[config.mk]
export PLATFORM = sky130hd
export DESIGN_NAME = id_ex_stage
export DESIGN_NICKNAME = d
export VERILOG_FILES = /design/src/rtl/id_ex_stage.sv
export SDC_FILE = /design/constraint.sdc
export NUM_CORES = 1
export LEC_CHECK = 0
export ABC_AREA = 1
export BUFFER_PORTS_ARGS = -buffer_cell sky130_fd_sc_hd__buf_4
export CAP_MARGIN = 20
export CORE_UTILIZATION = 50
export DETAILED_ROUTE_END_ITERATION = 7
export PLACE_DENSITY = 0.74
export SYNTH_ARGS = -nofsm -noshare
export SYNTH_HDL_FRONTEND = slang
export SYNTH_SLANG_ARGS = --single-unit
[constraint.sdc]
create_clock -name clk -period 3.39 [get_ports clk]
set_clock_uncertainty 0.05 [all_clocks]
set_input_delay 0.5085 -clock clk [delete_from_list [all_inputs] [get_ports clk]]
set_output_delay 0.5085 -clock clk [all_outputs]
set_load 0.01 [all_outputs]
[src/rtl/id_ex_stage.sv]
// id_ex_stage: ID->EX pipeline buffer feeding the ALU.
// A two-entry skid buffer (MAIN presents to EX, SKID absorbs one extra entry)
// with valid/ready on both sides. in_ready is a register, so it never depends
// combinationally on out_ready. Supports flush and synchronous active-high reset.
// Optional feature macro: IDEX_BYPASS_EN enables writeback forwarding into
// entries at capture time and while they are held.
module id_ex_stage #(
    parameter int BW  = 32,
    parameter int AW  = 4,
    parameter int RAW = 4
) (
    input  logic           clk,
    input  logic           rst,
    input  logic           flush,
    input  logic           in_valid,
    output logic           in_ready,
    input  logic [AW-1:0]  in_aluc,
    input  logic [BW-1:0]  in_num1,
    input  logic [BW-1:0]  in_num2,
    input  logic           in_use1,
    input  logic           in_use2,
    input  logic [RAW-1:0] in_rs1,
    input  logic [RAW-1:0] in_rs2,
    input  logic [RAW-1:0] in_rd,
    input  logic           in_wen,
    input  logic [BW-1:0]  in_pc,
    input  logic           wb_wen,
    input  logic [RAW-1:0] wb_rd,
    input  logic [BW-1:0]  wb_data,
    output logic           out_valid,
    input  logic           out_ready,
    output logic [AW-1:0]  out_aluc,
    output logic [BW-1:0]  out_num1,
    output logic [BW-1:0]  out_num2,
    output logic [RAW-1:0] out_rd,
    output logic           out_wen,
    output logic [BW-1:0]  out_pc
);

    typedef enum logic [1:0] {
        EMPTY = 2'd0,
        ONE   = 2'd1,
        FULL  = 2'd2
    } state_t;

    typedef struct packed {
        logic [AW-1:0]  aluc;
        logic [BW-1:0]  num1;
        logic [BW-1:0]  num2;
        logic [RAW-1:0] rd;
        logic           wen;
        logic [BW-1:0]  pc;
`ifdef IDEX_BYPASS_EN
        logic           use1;
        logic           use2;
        logic [RAW-1:0] rs1;
        logic [RAW-1:0] rs2;
`endif
    } entry_t;

    state_t state;
    state_t state_nxt;
    logic   in_ready_r;
    entry_t main_q;
    entry_t skid_q;
    entry_t in_entry;
    entry_t main_fwd;
    entry_t skid_fwd;
    logic   in_fire;
    logic   out_fire;

`ifdef IDEX_BYPASS_EN
    // Replace a register-sourced operand with the writeback value when the
    // writeback targets that register; x0 is never forwarded.
    function automatic entry_t fwd(input entry_t e, input logic w_en,
                                   input logic [RAW-1:0] w_rd, input logic [BW-1:0] w_data);
        entry_t r;
        r = e;
        if (w_en && (w_rd != '0)) begin
            if (e.use1 && (e.rs1 == w_rd)) r.num1 = w_data;
            if (e.use2 && (e.rs2 == w_rd)) r.num2 = w_data;
        end
        return r;
    endfunction
`else
    logic unused_bypass;
    assign unused_bypass = ^{wb_wen, wb_rd, wb_data, in_rs1, in_rs2, in_use1, in_use2};
`endif

    assign in_ready  = in_ready_r;
    assign out_valid = (state != EMPTY);
    assign in_fire   = in_valid & in_ready_r;
    assign out_fire  = out_valid & out_ready;

    assign out_aluc = main_q.aluc;
    assign out_num1 = main_q.num1;
    assign out_num2 = main_q.num2;
    assign out_rd   = main_q.rd;
    assign out_wen  = main_q.wen;
    assign out_pc   = main_q.pc;

    // Build the entry to capture and the forwarded views of the held entries.
    always_comb begin
        in_entry      = '0;
        in_entry.aluc = in_aluc;
        in_entry.num1 = in_num1;
        in_entry.num2 = in_num2;
        in_entry.rd   = in_rd;
        in_entry.wen  = in_wen & (in_rd != '0);
        in_entry.pc   = in_pc;
`ifdef IDEX_BYPASS_EN
        in_entry.use1 = in_use1;
        in_entry.use2 = in_use2;
        in_entry.rs1  = in_rs1;
        in_entry.rs2  = in_rs2;
        in_entry      = fwd(in_entry, wb_wen, wb_rd, wb_data);
        main_fwd      = fwd(main_q, wb_wen, wb_rd, wb_data);
        skid_fwd      = fwd(skid_q, wb_wen, wb_rd, wb_data);
`else
        main_fwd      = main_q;
        skid_fwd      = skid_q;
`endif
    end

    // Occupancy transitions; flush empties the buffer regardless of transfers.
    always_comb begin
        state_nxt = state;
        case (state)
            EMPTY: if (in_fire) state_nxt = ONE;
            ONE: begin
                if (in_fire && !out_fire)      state_nxt = FULL;
                else if (!in_fire && out_fire) state_nxt = EMPTY;
            end
            FULL: if (out_fire) state_nxt = ONE;
            default: state_nxt = EMPTY;
        endcase
        if (flush) state_nxt = EMPTY;
    end

    // State, registered in_ready and entry storage.
    always_ff @(posedge clk) begin
        if (rst) begin
            state      <= EMPTY;
            in_ready_r <= 1'b0;
            main_q     <= '0;
            skid_q     <= '0;
        end else begin
            state      <= state_nxt;
            in_ready_r <= (state_nxt != FULL);
            main_q     <= main_fwd;
            skid_q     <= skid_fwd;
            if (!flush) begin
                case (state)
                    EMPTY: if (in_fire) main_q <= in_entry;
                    ONE: begin
                        if (in_fire && out_fire) main_q <= in_entry;
                        else if (in_fire)        skid_q <= in_entry;
                    end
                    FULL: if (out_fire) main_q <= skid_fwd;
                    default: ;
                endcase
            end
        end
    end

endmodule

# Word level (Yosys, flattened, before mapping)
# Cells that the tools add are included.
# classes
n_reduce_logical,11
muxes,10
bitwise_logic,5
eq_ne,6
# op_table
operator,count
$mux 105,3
$pmux 105 s3,1
$mux 2,5
$ne 2x2->1 const B,4
$pmux 2 s3,1
$reduce_and 5->1,1
$reduce_and 4->1,1
$reduce_bool 4->1,1
$and 1x1->1,3
$logic_and 1x1->1,3
$reduce_bool 3->1,1
$eq 2x1->1 const B,1
$eq 2x2->1 const B,1
$logic_not 1->1,2
$logic_not 2->1,1
$not 1->1,2
$reduce_bool 2->1,1
# totals
output_inout_bits,107
register_bits,213
input_bits,157

# Longest topological paths before layout
# Gate-level depths: netlist (run 1).
# depth
ltp_word,8
ltp_mapped,9

# Worst setup path before layout (run 1)
# OpenSTA, ideal clock, no wires.
# synth_timing
path_type,input -> register
from,input port in_valid
to,register skid_q (netlist bit skid_fwd[10])
setup_time_ps,128
t_required_ps,3212
n_path_buf,2
setup_slack_ps,1899
arrival_time_ps,1313
path_stages,7
cell_sequence,nand2_1 -> nor2_1 -> nand3_1 -> buf_4 -> clkbuf_1 -> o21ai_0 -> a21oi_1
# synth_via
elab_chain_len,4
# synth_rtl
item,line_no,text
start: declaration,15,"input logic in_valid,"
$and 1x1->1 *,92,assign in_fire = in_valid & in_ready_r;
$logic_and 1x1->1,156,if (in_fire && out_fire) main_q <= in_entry;
$not 1->1 (no line),-,
$reduce_and 4->1 (no line) *,-,
end signal: assignment,151,skid_q <= skid_fwd;
end signal: assignment,157,else if (in_fire) skid_q <= in_entry;
end: declaration,65,entry_t skid_q;
# Every way passes the cells marked *; elsewhere a longest branch is shown, timed or not.
# A chain may end at the register's enable or synchronous reset.

# Final worst setup path (run 1)
# layout_timing
from,register state[0]
to,register main_q (netlist bit out_num2[16])
# layout_via
elab_chain_len,5
elab_cells_between_ends,12
cone_classes,eq/ne (5); mux (1); bitwise (1); reduce/logical (5)
# layout_rtl
item,line_no,text
start: declaration,61,state_t state;
start signal: assignment,148,state <= state_nxt;
$reduce_bool 2->1,91,assign out_valid = (state != EMPTY);
$and 1x1->1,93,assign out_fire = out_valid & out_ready;
$logic_and 1x1->1,156,
$ne 2x2->1 (no line),-,
$reduce_and 5->1 (no line),-,
end signal: assignment,154,EMPTY: if (in_fire) main_q <= in_entry;
end signal: assignment,156,
end signal: assignment,159,FULL: if (out_fire) main_q <= skid_fwd;
end: declaration,64,entry_t main_q;
# Parallel ways exist; a longest one is shown, timed or not.

==> impl_metrics.ini, run 1 <==
[sta]
final-setup-viol-count = 0
post-route-min-period_ns = 2.05
drv_slew = 0
slew-limit-headroom_pct = 52.2
setup_slack_ns = 1.34
final_hold_viol_count = 0
grt_setup_unrepaired = false
tns_ns = 0
measured_slew_at_the_worst_slew_check_pin_ns = 0.716
fmaxAchievable_mhz = 488
timing.final.crit_share_pct = 60.4

[floorplanning]
die_h_um = 137
coreArea_mm2 = 0.0180
design.portCount = 264
floorplan.die.width_um = 137
placementRows = 49
die_area_mm2 = 0.0189
floorplan.initialDensity_pct = 51.0

[logic_synthesis]
post_synth_xor_area_fraction_pct = 0
ys_async_sr_fraction_pct = 0
main_combinational_cell_family_by_area_after_synthesis = simple AND/OR/NAND/NOR gates
synth_enable_flop_cells = 0
post_synth_mux_area_share_pct = 0
cell_area_after_synthesis_mm2 = 0.00917
post_synth_and_or_nand_nor_area_fraction_pct = 22.6
netlist_top_cells_area = sky130_fd_sc_hd__dfxtp_1, sky130_fd_sc_hd__nand2_1, sky130_fd_sc_hd__o21ai_0
syn-instance-count = 1389
synth-seq-area-share_pct = 46.5
synth.top_cell.area_share_pct = 46.5
synth.ff_latch_count = 213
yosysWarnings = 0
cell_types_with_the_highest_counts_after_synthesis = sky130_fd_sc_hd__nand2_1, sky130_fd_sc_hd__nor2_1, sky130_fd_sc_hd__inv_1
postSynth.topFlopCell = sky130_fd_sc_hd__dfxtp_1
synth_compound_gate_area_share_pct = 17.4
post_synth.cell_area_avg_um2 = 6.60
yosysTopAreaCell = sky130_fd_sc_hd__dfxtp_1
synth.distinct_cells = 13
synth_adder_area_share_pct = 0
syn_nets = 1546
yosysMostFrequentCell = sky130_fd_sc_hd__nand2_1

[clock_network]
cts-hold-fix-buffers = 0
clk_latency_ns = 0.51
clock_path_buffers = 3
cts_resized = 0
cts.sink_count = 213
cts.reportedPaths.clkPinSlew_ns = 0.06
postCtsSetupBuffers = 0
htree_levels = 1
tritoncts.num_buffers = 24
clockRootBuffer = sky130_fd_sc_hd__clkbuf_16
cts_tree = yes

[grt]
grt-ovfl-total = 0
grt_first_pass_wirelength_um = 33100
vias_in_the_first_global_route = 7121
grt_antenna_before_repair = 0
grt_start_max_net_pins = 119
grt_use_total_pct = 21.2

[critical_path]
cp-start-kind = flop
worst-r2r-setup-slack_ns = 1.34
setup.worst_path.end_class = flop
max_stage_delay_ns = 0.55
critical_path.top_delay_family = simple AND/OR/NAND/NOR gates
critical_path_required_ns = 3.78
cp.arrival_ns = 2.44
cp_slowest_cell = sky130_fd_sc_hd__nand2_4
worstReg2RegEnd = out_num2[16]
path_common_cell = sky130_fd_sc_hd__nor2_1
critical_path.reg2reg.startpoint = state[0]
setup.worst_path.class = flop to flop
crit_path_start = state[0]
cp.buffers_inverters = 2
critical_path_peak_fanout = 77
worstRegToRegCells = 7
path_cells = inv_1 > nand2_4 > buf_4 > nand2_1 > o21ai_0 > nor2_1 > nor2_1

[route]
vias = 8345
routed_length_per_placed_instance_um = 11.5
via_per_inst = 4.65
first_pass_iters = 5
drt_wl_total_um = 20700
drt_iter0_drc = 375
post_drt_antenna_nets = 0
remaining_drc_errors = 0

[worst_hold_path]
hp-class = input pin to flop
worstHoldStart = rst
timing.hold.worst_endpoint = skid_fwd[32]
hold_path_depth = 2

[run_status]
outcome = finished, final reports clean

[placement]
placement.cell_area_mm2 = 0.0108
gpl.final_weighted_congestion = 0.761
place_worst_setup_slack_ns = 1.17
io_buffers = 216
hpwl_um = 12800

[final_layout]
area.growth.synth_to_final_pct = 26.9
n_antenna_cell = 0
fin_nets = 1707
postLayoutCellArea_mm2 = 0.0116
drive_gt1_share_pct = 17.2
nFillCells = 1586

[power]
power_per_cell_area_mw_per_mm2 = 507
peakVddDrop_uv = 400
total_leakage_power_nw = 5.73

[run]
maxCapViolCount = 0
[logic make-up (layout without fill, tap and decap cells)]
group | count (synthesis) | in the layout
flip-flops | 213 | 213
buffers and inverters | 308 | 486
AND/OR/NAND/NOR | 549 | 549
AO/OA/AOI/OAI | 319 | 319
[how the worst max path moves through the flow]
stage                        end  slack [ns]  cells after the start
finish              out_num2[16]        1.34                      7
global route         out_num1[8]        1.10                      6
CTS                 out_num2[16]        1.31                      7
detailed placement  skid_fwd[70]        1.17                      7
global placement    skid_fwd[75]        1.23                      7
floorplan           skid_fwd[10]        1.90                      7
[cell type report]
type	count	area [um^2]	share of cell area, %
multi-input cells	868	3690	31.7
clock inverters	9	101	0.871
inverters	216	816	7.01
repair buffers	227	1770	15.2
well taps	229	287	2.46
flip-flops and latches	213	4260	36.7
clock buffers	34	709	6.10
[per-stage QoR]
stage | power [mW] | hold slack (ns) | cells | util [%]
floorplan | 3.03 | 0.375 | 1389 | -
global placement | 3.32 | 0.382 | 1753 | 60.2
detailed placement | 3.33 | 0.387 | 1753 | 60.2
CTS | 5.97 | 0.158 | 1796 | 64.8
global route | 6.15 | 0.170 | 1796 | 64.8
finish | 5.90 | 0.177 | 1796 | 64.8
[registers in the layout (all words and copies together), names as in the netlist]
name / count
out_wen: 1
out_rd: 4
out_num2: 32
out_aluc: 4
in_ready: 1
state: 2
skid_fwd: 105
out_num1: 32
out_pc: 32
[routing by layer]
metal,vias to the layer above,wire (um),global-route usage (%)
met2,200,9260,34.2
met1,3564,9120,27.5
met4,0,448,5.86
met5,-,0,0
met3,33,1830,6.25
li1,4548,-,-
[placed cells by master (no fill, tap or decap)]
master | Yosys | routed
sky130_fd_sc_hd__nand2_1 | 323 | 322
sky130_fd_sc_hd__buf_4 | 12 | 222
sky130_fd_sc_hd__nor2_1 | 220 | 220
sky130_fd_sc_hd__inv_1 | 216 | 215
sky130_fd_sc_hd__dfxtp_1 | 213 | 213
sky130_fd_sc_hd__o21ai_0 | 209 | 209
sky130_fd_sc_hd__a21oi_1 | 109 | 109
sky130_fd_sc_hd__clkbuf_16 | 0 | 25
sky130_fd_sc_hd__clkinv_2 | 0 | 6
sky130_fd_sc_hd__clkbuf_8 | 0 | 5
sky130_fd_sc_hd__buf_12 | 0 | 5
sky130_fd_sc_hd__nand3_1 | 5 | 4
sky130_fd_sc_hd__clkbuf_1 | 50 | 4
sky130_fd_sc_hd__bufinv_16 | 0 | 2
sky130_fd_sc_hd__nand2_4 | 0 | 1
sky130_fd_sc_hd__nand4_1 | 1 | 1
sky130_fd_sc_hd__inv_6 | 0 | 1
sky130_fd_sc_hd__o211ai_1 | 1 | 1
sky130_fd_sc_hd__nand3_4 | 0 | 1
sky130_fd_sc_hd__inv_8 | 0 | 1
[power by group]
part	leakage (nW)	total (mW)	switching [mW]	internal (mW)
clock network	0.407	2.62	1.02	1.61
registers	1.73	2.64	0.0448	2.59
logic	3.59	0.634	0.335	0.299
total	5.73	5.90	1.40	4.50
Power figures use the tool's default switching activity.
==> inputs of run 2 (changes only) <==
==> config.mk (replaced) <==
export PLATFORM = sky130hd
export DESIGN_NAME = id_ex_stage
export DESIGN_NICKNAME = d
export VERILOG_FILES = /design/src/rtl/id_ex_stage.sv
export SDC_FILE = /design/constraint.sdc
export NUM_CORES = 1
export LEC_CHECK = 0
export ABC_AREA = 0
export BUFFER_PORTS_ARGS = -buffer_cell sky130_fd_sc_hd__buf_4
export CAP_MARGIN = 20
export CORE_UTILIZATION = 46
export DETAILED_ROUTE_END_ITERATION = 7
export PLACE_DENSITY = 0.73
export SYNTH_ARGS = -nofsm -noshare
export SYNTH_HDL_FRONTEND = slang
export SYNTH_SLANG_ARGS = --single-unit
==> constraint.sdc (replaced) <==
create_clock -name clk -period 1.85 [get_ports clk]
set_clock_uncertainty 0.05 [all_clocks]
set_input_delay 0.2775 -clock clk [delete_from_list [all_inputs] [get_ports clk]]
set_output_delay 0.2775 -clock clk [all_outputs]
set_load 0.01 [all_outputs]
==> run 2 against run 1 <==
Net effect: first-iteration DRC count grew 26%; sequential power grew 84%; count of clock-buffer cells in the layout shrank 4; area after synthesis shrank 7.1%; critical path type is now flop to primary output; highest routed layer unchanged.
==> impl_metrics.ini, run 2 <==
[critical_path]
cp_slowest_cell = sky130_fd_sc_hd__dfxtp_1
cp.buffers_inverters = 2
setup.worst_path.end_class = primary output
setup.worst_path.class = flop to primary output
timing.critical_path.depth = 3
path_cells = buf_4 > or2_2 > buf_4
path_common_cell = sky130_fd_sc_hd__buf_4
critical_path_peak_fanout = 6
cp.arrival_ns = 1.44
worst-r2r-setup-slack_ns = 0.13
worstRegToRegCells = 5
critical_path.top_delay_family = flip-flops
critical_path_required_ns = 1.52
cp-start-kind = flop
max_stage_delay_ns = 0.34

[logic_synthesis]
postSynth.topFlopCell = sky130_fd_sc_hd__dfxtp_1
ys_async_sr_fraction_pct = 0
syn_nets = 1221
yosysMostFrequentCell = sky130_fd_sc_hd__nand2_1
yosysTopAreaCell = sky130_fd_sc_hd__dfxtp_1
cell_types_with_the_highest_counts_after_synthesis = sky130_fd_sc_hd__nand2_1, sky130_fd_sc_hd__dfxtp_1, sky130_fd_sc_hd__a21oi_1
synth-seq-area-share_pct = 50.1
netlist_top_cells_area = sky130_fd_sc_hd__dfxtp_1, sky130_fd_sc_hd__nand2_1, sky130_fd_sc_hd__o21a_1
cell_area_after_synthesis_mm2 = 0.00852
yosysWarnings = 0
post_synth.cell_area_avg_um2 = 8.00
synth_adder_area_share_pct = 0
synth_compound_gate_area_share_pct = 23.6
synth.ff_latch_count = 213
synth.distinct_cells = 26
post_synth_mux_area_share_pct = 0
post_synth_and_or_nand_nor_area_fraction_pct = 19.9
post_synth_xor_area_fraction_pct = 0
synth_enable_flop_cells = 0
synth.top_cell.area_share_pct = 50.1
syn-instance-count = 1064
main_combinational_cell_family_by_area_after_synthesis = compound AO/OA/AOI/OAI gates

[route]
first_pass_iters = 5
drt_iter0_drc = 472
routed_length_per_placed_instance_um = 14.7
post_drt_antenna_nets = 0
via_per_inst = 5.28
remaining_drc_errors = 0
vias = 8379
drt_wl_total_um = 23300

[final_layout]
area.growth.synth_to_final_pct = 43.5
n_antenna_cell = 0
finalNonFillerCells = 1588
fin_nets = 1502
drive_gt1_share_pct = 21.1
nFillCells = 1439
area_of_combinational_cells_with_multiple_inputs_mm2 = 0.00373
layout.area.seq_mm2 = 0.00427
flip_flop_count_of_the_largest_register_all_copies_and_words_added = 105
postLayoutCoreUtil_pct = 67.8
most_used_cells_in_the_layout_excluding_fill_and_tap_cells = sky130_fd_sc_hd__nand2_1, sky130_fd_sc_hd__buf_4, sky130_fd_sc_hd__dfxtp_1, sky130_fd_sc_hd__dlygate4sd3_1, sky130_fd_sc_hd__a21oi_1
final_common_cell = sky130_fd_sc_hd__nand2_1

[clock_network]
postCtsSetupBuffers = 0
tritoncts.num_buffers = 23
clk_latency_ns = 0.50
cts_tree = yes
clock_path_buffers = 3
clockRootBuffer = sky130_fd_sc_hd__clkbuf_16
htree_levels = 1
cts.sink_count = 213
cts.reportedPaths.clkPinSlew_ns = 0.06

[floorplanning]
design.portCount = 264
coreArea_mm2 = 0.0180
floorplan.die.width_um = 138
placementRows = 49
die_area_mm2 = 0.0191
floorplan.initialDensity_pct = 47.2
die_h_um = 138

[grt]
vias_in_the_first_global_route = 7834
grt_use_total_pct = 23.6
grt-ovfl-total = 0
grt_antenna_before_repair = 0
grt_first_pass_wirelength_um = 38300
grt_start_max_net_pins = 70

[power]
power_per_cell_area_mw_per_mm2 = 881
total_power_mw = 10.8
clock_power_share_pct = 43.2
total_leakage_power_nw = 4.97
peakVddDrop_uv = 795
netSwitchingFraction_pct = 22.7
power_frac_seq_pct = 45.0
power.net_switching_mw = 2.44
internal_power_mw = 8.32
comb_power_share_pct = 11.8

[placement]
placed_cells = 1442
io_buffers = 216
gpl.final_weighted_congestion = 0.770
hpwl_um = 13500

[worst_hold_path]
hold_path_depth = 2
hp-class = input pin to flop

[sta]
final-setup-viol-count = 0
grt_setup_unrepaired = false
timing.final.crit_share_pct = 95.6
tns_ns = 0
fmaxAchievable_mhz = 565
measured_slew_at_the_worst_slew_check_pin_ns = 0.328
post-route-min-period_ns = 1.77
slew-limit-headroom_pct = 78.1
drv_slew = 0
final_hold_viol_count = 0

[run]
maxCapViolCount = 0

[run_status]
outcome = finished, final reports clean
[run 2: changes by cell type after synthesis, sizes merged, moves of 17 or more]
cell   change
a31oi    +105
nor2     -217
o21a     +104
inv      -216
buf       +17
nand2     +96
o21ai    -209
[run 2: per-layer routing]
layer / GRT usage (%) / up-vias / share of wire [%]
li1: - / 4137 / -
met1: 29.8 / 3894 / 41
met2: 40.6 / 301 / 49
met3: 4.88 / 47 / 7.4
met4: 7.11 / 0 / 2.3
met5: 0 / - / 0
[run 2: metrics by stage]
| step | setup slack, ns | hold slack (ns) | cell area, um^2 |
|---|---|---|---|
| floorplan | 0.381 | 0.300 | 8520 |
| global placement | 0.139 | 0.392 | 10400 |
| detailed placement | 0.0960 | 0.397 | 10400 |
| CTS | 0.0636 | 0.0535 | 12200 |
| global route | 0.0282 | 0.0657 | 12200 |
| finish | 0.0810 | 0.0703 | 12200 |
[run 2: area by class of cell]
cell class	count	share of cell area, %
Clock buffer	30	5.25
Clock inverter	9	1.01
Multi-Input combinational cell	756	30.5
Sequential cell	213	34.9
Tap cell	229	2.34
Timing Repair Buffer	351	25.9
[run 2: power groups by stage]
| stage | Clock (mW) | Sequential [mW] | Combinational (mW) |
|---|---|---|---|
| finish | 4.65 | 4.85 | 1.26 |
| CTS | 4.74 | 4.84 | 1.26 |
| detailed placement | 0 | 4.94 | 1.07 |
| global placement | 0 | 4.94 | 1.06 |
| floorplan | 0 | 5.00 | 0.433 |
| global route | 4.93 | 4.86 | 1.37 |
[run 2: path summary, 6_finish.rpt]
path | from | end
max | state[0] | out_valid
min | rst | skid_fwd[69]
min reg2reg | skid_fwd[77] | skid_fwd[77]
max reg2reg | in_ready | skid_fwd[48]
[run 2: cells by family (layout without fill, tap and decap cells)]
family	Yosys count	after routing
AOI/OAI and AO/OA	318	318
DFF	213	213
and+or+nand+nor	438	438
buffers and inverters	95	390
[run 2: worst register-to-register path, cell delays in order, from the launching register on]
cell and delay [ns]:
sky130_fd_sc_hd__dfxtp_1 0.43, sky130_fd_sc_hd__and3b_1 0.29, sky130_fd_sc_hd__and3_4 0.37, sky130_fd_sc_hd__buf_12 0.25, sky130_fd_sc_hd__nand2_1 0.09, sky130_fd_sc_hd__a21oi_1 0.18
[run 2: what timing repair did]
item / in CTS / in global routing
setup endpoints to repair: 0 / 8
hold buffers: 107 / 0
endpoints found under the hold margin: 107 / 0
gates resized for setup: 0 / 1
